===== config.mk =====
export PLATFORM = sky130hd
export DESIGN_NAME = bus_control_fsm
export DESIGN_NICKNAME = d
export VERILOG_FILES = /design/src/rtl/bus_ctrl_pkg.sv /design/src/rtl/instr_class_decode.sv /design/src/rtl/bus_control_fsm.sv
export SDC_FILE = /design/constraint.sdc
export NUM_CORES = 1
export LEC_CHECK = 0
export BUFFER_PORTS_ARGS = -buffer_cell sky130_fd_sc_hd__buf_2
export CAP_MARGIN = 30
export CORE_UTILIZATION = 50
export DETAILED_ROUTE_END_ITERATION = 10
export GPL_TIMING_DRIVEN = 0
export PLACE_DENSITY = 0.74
export SLEW_MARGIN = 20
export SYNTH_ARGS = -nofsm -noshare
export SYNTH_HDL_FRONTEND = slang
export SYNTH_HIERARCHICAL = 1
export SYNTH_SLANG_ARGS = --single-unit

===== constraint.sdc =====
create_clock -name clk -period 2.45 [get_ports clk]
set_input_delay 0.245 -clock clk [delete_from_list [all_inputs] [get_ports clk]]
set_output_delay 0.245 -clock clk [all_outputs]
set_load 0.01 [all_outputs]

===== src/rtl/bus_ctrl_pkg.sv =====
// Shared types and encodings for the multi-cycle bus control sequencer:
// FSM states, MIPS opcode/funct/rt fields, instruction classes, reg_we codes.
package bus_ctrl_pkg;

   typedef enum logic [2:0] {
      ST_FETCH,
      ST_DECODE,
      ST_EXEC,
      ST_MEM,
      ST_MULDIV,
      ST_WB,
      ST_HALT
   } state_e;

   typedef enum logic [3:0] {
      CL_ALU,
      CL_LOAD,
      CL_LWL,
      CL_LWR,
      CL_STORE,
      CL_BRANCH,
      CL_LINKBR,
      CL_J,
      CL_JAL,
      CL_JR,
      CL_JALR,
      CL_MULDIV,
      CL_MTHI,
      CL_MTLO,
      CL_MFHI,
      CL_MFLO
   } iclass_e;

   localparam logic [5:0] OP_RTYPE  = 6'h00;
   localparam logic [5:0] OP_REGIMM = 6'h01;
   localparam logic [5:0] OP_J      = 6'h02;
   localparam logic [5:0] OP_JAL    = 6'h03;
   localparam logic [5:0] OP_BEQ    = 6'h04;
   localparam logic [5:0] OP_BNE    = 6'h05;
   localparam logic [5:0] OP_BLEZ   = 6'h06;
   localparam logic [5:0] OP_BGTZ   = 6'h07;
   localparam logic [5:0] OP_LB     = 6'h20;
   localparam logic [5:0] OP_LH     = 6'h21;
   localparam logic [5:0] OP_LWL    = 6'h22;
   localparam logic [5:0] OP_LW     = 6'h23;
   localparam logic [5:0] OP_LBU    = 6'h24;
   localparam logic [5:0] OP_LHU    = 6'h25;
   localparam logic [5:0] OP_LWR    = 6'h26;
   localparam logic [5:0] OP_SB     = 6'h28;
   localparam logic [5:0] OP_SH     = 6'h29;
   localparam logic [5:0] OP_SWL    = 6'h2A;
   localparam logic [5:0] OP_SW     = 6'h2B;
   localparam logic [5:0] OP_SWR    = 6'h2E;

   localparam logic [5:0] FN_JR     = 6'h08;
   localparam logic [5:0] FN_JALR   = 6'h09;
   localparam logic [5:0] FN_MFHI   = 6'h10;
   localparam logic [5:0] FN_MTHI   = 6'h11;
   localparam logic [5:0] FN_MFLO   = 6'h12;
   localparam logic [5:0] FN_MTLO   = 6'h13;
   localparam logic [5:0] FN_MULT   = 6'h18;
   localparam logic [5:0] FN_MULTU  = 6'h19;
   localparam logic [5:0] FN_DIV    = 6'h1A;
   localparam logic [5:0] FN_DIVU   = 6'h1B;

   localparam logic [4:0] RT_BLTZAL = 5'h10;
   localparam logic [4:0] RT_BGEZAL = 5'h11;

   localparam logic [1:0] REG_WE_NONE = 2'b00;
   localparam logic [1:0] REG_WE_LWL  = 2'b01;
   localparam logic [1:0] REG_WE_LWR  = 2'b10;
   localparam logic [1:0] REG_WE_FULL = 2'b11;

   function automatic logic is_load(iclass_e c);
      return (c == CL_LOAD) || (c == CL_LWL) || (c == CL_LWR);
   endfunction

   function automatic logic is_jump(iclass_e c);
      return (c == CL_J) || (c == CL_JAL) || (c == CL_JR) || (c == CL_JALR);
   endfunction

   function automatic logic is_branch(iclass_e c);
      return (c == CL_BRANCH) || (c == CL_LINKBR);
   endfunction

   function automatic logic [1:0] reg_we_of(iclass_e c);
      case (c)
         CL_ALU, CL_LOAD, CL_JAL, CL_JALR,
         CL_LINKBR, CL_MFHI, CL_MFLO: return REG_WE_FULL;
         CL_LWL:                      return REG_WE_LWL;
         CL_LWR:                      return REG_WE_LWR;
         default:                     return REG_WE_NONE;
      endcase
   endfunction

endpackage


===== src/rtl/instr_class_decode.sv =====
// Combinational instruction classifier; anything unrecognised is treated as
// a plain ALU operation.
module instr_class_decode
   import bus_ctrl_pkg::*;
(
   input  logic [5:0] opcode_i,
   input  logic [5:0] funct_i,
   input  logic [4:0] rt_i,
   output iclass_e    iclass_o
);

   always_comb begin
      iclass_o = CL_ALU;
      case (opcode_i)
         OP_RTYPE: begin
            case (funct_i)
               FN_JR:   iclass_o = CL_JR;
               FN_JALR: iclass_o = CL_JALR;
               FN_MFHI: iclass_o = CL_MFHI;
               FN_MTHI: iclass_o = CL_MTHI;
               FN_MFLO: iclass_o = CL_MFLO;
               FN_MTLO: iclass_o = CL_MTLO;
               FN_MULT, FN_MULTU, FN_DIV, FN_DIVU: iclass_o = CL_MULDIV;
               default: iclass_o = CL_ALU;
            endcase
         end
         OP_REGIMM: iclass_o = ((rt_i == RT_BLTZAL) || (rt_i == RT_BGEZAL)) ? CL_LINKBR : CL_BRANCH;
         OP_J:      iclass_o = CL_J;
         OP_JAL:    iclass_o = CL_JAL;
         OP_BEQ, OP_BNE, OP_BLEZ, OP_BGTZ: iclass_o = CL_BRANCH;
         OP_LB, OP_LH, OP_LW, OP_LBU, OP_LHU: iclass_o = CL_LOAD;
         OP_LWL:    iclass_o = CL_LWL;
         OP_LWR:    iclass_o = CL_LWR;
         OP_SB, OP_SH, OP_SWL, OP_SW, OP_SWR: iclass_o = CL_STORE;
         default:   iclass_o = CL_ALU;
      endcase
   end

endmodule


===== src/rtl/bus_control_fsm.sv =====
// Multi-cycle control sequencer for the bus-interfaced MIPS core: fetch,
// decode, execute, optional memory or mul/div phase, then writeback.
module bus_control_fsm
   import bus_ctrl_pkg::*;
#(
   parameter int MULDIV_CYCLES = 32,
   parameter int WAIT_LIMIT    = 255
) (
   input  logic       clk,
   input  logic       reset,
   input  logic       waitrequest,
   input  logic [5:0] opcode,
   input  logic [5:0] funct,
   input  logic [4:0] rt,
   input  logic       branch_taken,
   input  logic       target_is_zero,
   output logic       active,
   output logic       bus_error,
   output logic       mem_read,
   output logic       mem_write,
   output logic       instr_fetch,
   output logic       ir_we,
   output logic       pc_we,
   output logic       pc_src,
   output logic       target_we,
   output logic [1:0] reg_we,
   output logic       hi_we,
   output logic       lo_we,
   output logic       muldiv_start,
   output logic       delay_slot
);

   localparam int CNT_MAX = ((WAIT_LIMIT + 1) > (MULDIV_CYCLES + 1)) ? (WAIT_LIMIT + 1)
                                                                     : (MULDIV_CYCLES + 1);
   localparam int CNT_W = $clog2(CNT_MAX);

   localparam logic [CNT_W-1:0] WAIT_LAST = CNT_W'(WAIT_LIMIT - 1);
   localparam logic [CNT_W-1:0] MD_LAST   = CNT_W'(MULDIV_CYCLES - 1);
   localparam logic [CNT_W-1:0] CNT_ONE   = CNT_W'(1);

   state_e           state_q;
   iclass_e          iclass_q;
   logic [CNT_W-1:0] cnt_q;
   logic             pending_q;
   logic             halt_pend_q;
   logic             delay_slot_q;
   logic             bus_error_q;

   iclass_e dec_class;
   logic    redirect;
   logic    in_wb;

   instr_class_decode u_decode (
      .opcode_i (opcode),
      .funct_i  (funct),
      .rt_i     (rt),
      .iclass_o (dec_class)
   );

   // Only meaningful in EXEC, where branch_taken is valid.
   assign redirect = is_jump(iclass_q) || (is_branch(iclass_q) && branch_taken);
   assign in_wb    = (state_q == ST_WB);

   always_ff @(posedge clk or negedge reset) begin
      if (!reset) begin
         state_q      <= ST_FETCH;
         iclass_q     <= CL_ALU;
         cnt_q        <= '0;
         pending_q    <= 1'b0;
         halt_pend_q  <= 1'b0;
         delay_slot_q <= 1'b0;
         bus_error_q  <= 1'b0;
      end else begin
         unique case (state_q)
            ST_FETCH, ST_MEM: begin
               // cnt_q counts consecutive stalls of the current bus access.
               if (!waitrequest) begin
                  cnt_q   <= '0;
                  state_q <= (state_q == ST_FETCH) ? ST_DECODE : ST_WB;
               end else if (cnt_q == WAIT_LAST) begin
                  cnt_q       <= '0;
                  bus_error_q <= 1'b1;
                  state_q     <= ST_HALT;
               end else begin
                  cnt_q <= cnt_q + CNT_ONE;
               end
            end
            ST_DECODE: begin
               iclass_q <= dec_class;
               state_q  <= ST_EXEC;
            end
            ST_EXEC: begin
               if (redirect) begin
                  pending_q   <= 1'b1;
                  halt_pend_q <= target_is_zero;
               end
               if (is_load(iclass_q) || (iclass_q == CL_STORE)) begin
                  state_q <= ST_MEM;
               end else if (iclass_q == CL_MULDIV) begin
                  cnt_q   <= MD_LAST;
                  state_q <= ST_MULDIV;
               end else begin
                  state_q <= ST_WB;
               end
            end
            ST_MULDIV: begin
               if (cnt_q == '0) begin
                  state_q <= ST_WB;
               end else begin
                  cnt_q <= cnt_q - CNT_ONE;
               end
            end
            ST_WB: begin
               // The delay-slot instruction retires the saved target; the
               // redirecting instruction itself only arms the slot.
               cnt_q <= '0;
               if (delay_slot_q) begin
                  delay_slot_q <= 1'b0;
                  pending_q    <= 1'b0;
                  halt_pend_q  <= 1'b0;
                  state_q      <= halt_pend_q ? ST_HALT : ST_FETCH;
               end else begin
                  delay_slot_q <= pending_q;
                  state_q      <= ST_FETCH;
               end
            end
            ST_HALT: state_q <= ST_HALT;
            default: state_q <= ST_HALT;
         endcase
      end
   end

   // Reset parks the FSM in FETCH, so the fetch strobes are masked while it is held.
   assign active       = (state_q != ST_HALT);
   assign bus_error    = bus_error_q;
   assign instr_fetch  = reset && (state_q == ST_FETCH);
   assign mem_read     = reset && ((state_q == ST_FETCH) ||
                                   ((state_q == ST_MEM) && is_load(iclass_q)));
   assign mem_write    = (state_q == ST_MEM) && (iclass_q == CL_STORE);
   assign ir_we        = (state_q == ST_DECODE);
   assign target_we    = (state_q == ST_EXEC) && redirect;
   assign muldiv_start = (state_q == ST_EXEC) && (iclass_q == CL_MULDIV);
   assign pc_we        = in_wb;
   assign pc_src       = in_wb && delay_slot_q;
   assign reg_we       = in_wb ? reg_we_of(iclass_q) : REG_WE_NONE;
   assign hi_we        = in_wb && ((iclass_q == CL_MULDIV) || (iclass_q == CL_MTHI));
   assign lo_we        = in_wb && ((iclass_q == CL_MULDIV) || (iclass_q == CL_MTLO));
   assign delay_slot   = delay_slot_q;

endmodule


==> summary by stage <==
Setup path
The maximum net fanout on the critical path is 10. The largest stage delay on the critical path is 530 ps. Traced cell by cell, the critical path runs through inv_1 > ha_1 > or4b_4 > nor4_4 > a21oi_2 > buf_6 > nand2_2 > a2bb2oi_1. The worst setup path is of the flip-flop to flip-flop kind. The endpoint type of the worst setup path is a flip-flop. The required time reported for the critical path endpoint is 2690 ps.

The critical path's slowest cell is sky130_fd_sc_hd__or4b_4. The startpoint kind of the worst setup timing path is a flip-flop. Counting cells, the worst reg-to-reg path comes to 8. At the worst endpoint, the arrival time is 2470 ps.

The setup check on the worst reg-to-reg path leaves a slack of 220 ps.

Global routing
Entering global routing, the biggest net connects 22 pins. The number of antenna violations at the first check in global routing is 0. The first global-routing pass estimated approximately 7 mm of wire. The via count of the first global-routing pass is 1,531. Across every metal layer, demand over resource in global routing totals 0.230. After global routing the overflow that remains totals 0.

Die
In this run the core area contains 21 standard-cell rows. 37 I/O pins were placed. From bottom edge to top edge, the die measures 62.1 um. The core region area is 3390 um2.

The initial cell density of the core is 0.533. The die covers 3860 um2. The die width is 62.1 um.

Timing
The final hold violation count was 0. Setup repair after global routing left no endpoint under its margin. Setup violations remaining at the end of the flow were counted as 0. In this run the tightest slew margin relative to its limit is 0.624. The transition time of the tightest slew-check pin is 561 ps. Based on the critical path, the design can be clocked at up to 448 MHz. The final worst-path cycle share is 0.911. The routed design could run at a clock period as short as 2230 ps. The sum of negative setup slack is 0 ps.

The final clock skew is 9.60 ps. The max-slew violation total from the final report was 0.

Cells and area
The repair_antennas step left the layout with diodes totalling 0. The library cells used most frequently in the layout, excluding fill and tap cells, are 36 x sky130_fd_sc_hd__buf_2, 19 x sky130_fd_sc_hd__nand2_1, 19 x sky130_fd_sc_hd__dfrtp_1. The leading cell type in the layout, fill and taps excluded is sky130_fd_sc_hd__buf_2. In the final layout, the share of cells above drive strength 1 is 0.285.

The finished layout holds 302 standard cells, fillers aside. The final core area utilization is 0.612. From synthesis to final layout, the design area changed by 14.7%. The net count of the finished layout is 282.

Yosys
The average footprint of a synthesized cell is ~8.3 um2. The cell taking the most area after synthesis is sky130_fd_sc_hd__dfrtp_1. The synthesized net count is around 240. The dominant synthesized flop cell is sky130_fd_sc_hd__dfrtp_1.

The number of warnings printed during yosys synthesis is 6. The netlist area before placement is 1810 um2. In this run, synthesis inferred 0 flip-flops with an integrated enable. In the synthesized netlist the async set-or-reset flop fraction comes to 1.00.

Of the post-synthesis cell area, the dominant cell type holds 0.263. The synthesized design contains 19 register bits. The netlist uses 69 different library cells.

After synthesis, the cell types taking the most area are sky130_fd_sc_hd__dfrtp_1 26%, sky130_fd_sc_hd__o21ai_0 4.2%, sky130_fd_sc_hd__nand2_1 3.9%. The number of instances in the synthesized netlist is 217. The portion of the post-synthesis area used by sequential elements is 0.263.

CTS
The maximum count of clock buffers along a single path is 2. Gates resized during post-CTS repair numbered 0. The post-CTS clock slew at the launch and capture registers of the worst setup and hold paths is 120 ps. The master cell of the clock root buffer is sky130_fd_sc_hd__clkbuf_4. The number of clock buffers added by TritonCTS is 3. The number of sinks driven by the clock tree is 19.

The CTS tree is built. The count of H-tree levels built during CTS is 1. The clock latency on the worst-skew pair is about 320 ps.

Hold path
The path class of the tightest hold or removal check is input port to flip-flop. The worst hold path was traced through 3 stages.

Routing
Once detail routing completed, the nets flagged for antenna violations numbered 0. In the routed layout, each cell is associated on average with a via count of 5.73. The initial DRC count is 108. The routed design has around 4.2 mm of wire. The average wire per standard cell is 14.1 um. For this run, design rule violations remaining after detail routing come to 0. The detailed-router iteration count before antenna repair is 4. The routed layout has around 1,700 vias.

Run
The number of max-cap violations is 0.

Pwr
Summing internal, switching and leakage power gives ~2.2 mW. The internal power of the cells totals 1.17 mW. The power share of the clock group is 0.078. Summed over all nets, the switching power comes to 1.05 mW.

The fraction of power spent switching nets is 0.472. For this design the static power due to leakage is 0.943 nW. The logic gate share of total power is 0.678. Of the total power, registers draw 0.245.

Dividing total power by cell area gives a power density of 1070 nW/um2. IR analysis of the VDD net gives a maximum drop of about 0.37 mV.

Placed design
The weighted congestion at the end of routability-driven global placement is 0.857. After legalization and detailed placement, the total HPWL measured 3.11 mm. Port buffering added 34 buffers. The cell count after placement is 297.

Outcome
The flow ran to the end, and the final reports show no timing, DRC or antenna violations.
final timing paths:
kind / start / end
worst max-delay path: cnt_q[0] / cnt_q[1]
worst min-delay path: target_is_zero / halt_pend_q
worst max register to register: cnt_q[0] / cnt_q[1]
worst min register to register: bus_error / bus_error
max in group asynchronous: reset / iclass_q[3]
min in group asynchronous: reset / state_q[0]
cell families (layout without fill, tap and decap cells):
family          Yosys count  after routing  synth area share
xor+xnor                  5              5            0.0242
compound gates           63             63             0.252
buf+inv                  26             65            0.0872
mux                       6              6            0.0360
simple gates             94             94             0.311
flops                    19             19             0.263
fa+ha+maj                 4              4            0.0263
through the flow:
stage / setup slack (ps) / cell area [um2] / hold WS, ps
floorplan: 441 / 1810 / -50.6
global placement: 216 / 2040 / 224
global route: 48.2 / 2070 / 181
CTS: 194 / 2070 / 143
detailed placement: 211 / 2040 / 227
finish: 219 / 2070 / 142
critical path, delay by kind of cell, from the launching register on:
family                   cells  cell delay (ps)
AO/OA/AOI/OAI                2              310
adder cells (fa/ha/maj)      1              230
flip-flops                   1              460
AND/OR/NAND/NOR              3              850
buffers and inverters        2              300
repair_timing:
| action | in CTS | in global routing |
|---|---|---|
| hold buffers | 1 | 0 |
| setup buffers | 0 | 0 |
| endpoints found under the hold margin | 19 | 0 |
layer usage:
| layer | vias to the layer above | routed length (um) | GRT usage |
|---|---|---|---|
| li1 | 877 | - | - |
| met1 | 807 | 2120 | 0.331 |
| met2 | 40 | 1910 | 0.339 |
| met3 | 7 | 137 | 0.0368 |
| met4 | 0 | 78 | 0.0988 |
| met5 | - | 0 | 0 |
state kept, by name, indices dropped and copies added (netlist names):
signal       cells
halt_pend_q      1
iclass_q         4
state_q          3
bus_error        1
cnt_q            8
delay_slot       1
pending_q        1
synth_stat cells (all sizes together), types with 3 or more instances:
| master | n |
|---|---|
| a22o | 3 |
| nor4 | 5 |
| xor2 | 3 |
| dfrtp | 19 |
| nor2b | 6 |
| clkbuf | 4 |
| nor2 | 16 |
| nand3 | 8 |
| o31ai | 4 |
| mux2 | 4 |
| o21ai | 17 |
| nor3b | 4 |
| nand2 | 20 |
| nand2b | 5 |
| o32ai | 3 |
| nor4b | 3 |
| and2b | 4 |
| and3 | 4 |
| nor3 | 10 |
| a21oi | 9 |
| a21o | 4 |
| inv | 12 |
| ha | 3 |
| buf | 10 |
cell type report:
| class | instances | area, um2 |
|---|---|---|
| plain buffers | 14 | 113 |
| clock buffers | 3 | 22.5 |
| clock inverters | 1 | 5.00 |
| fillers | 329 | 1320 |
| inverters | 12 | 45.0 |
| multi-input cells | 172 | 1170 |
| flip-flops and latches | 19 | 475 |
| well taps | 46 | 57.6 |
| repair buffers | 35 | 180 |
power groups by stage:
stage	combinational, mW	clock (mW)	sequential (mW)
2_1_floorplan	1.19	0	0.527
3_3_place_gp	1.48	0	0.547
3_5_place_dp	1.49	0	0.550
4_1_cts	1.50	0.179	0.544
5_1_grt	1.67	0.195	0.566
6_report	1.51	0.173	0.544
No activity file was read; power rests on OpenSTA's default activity.
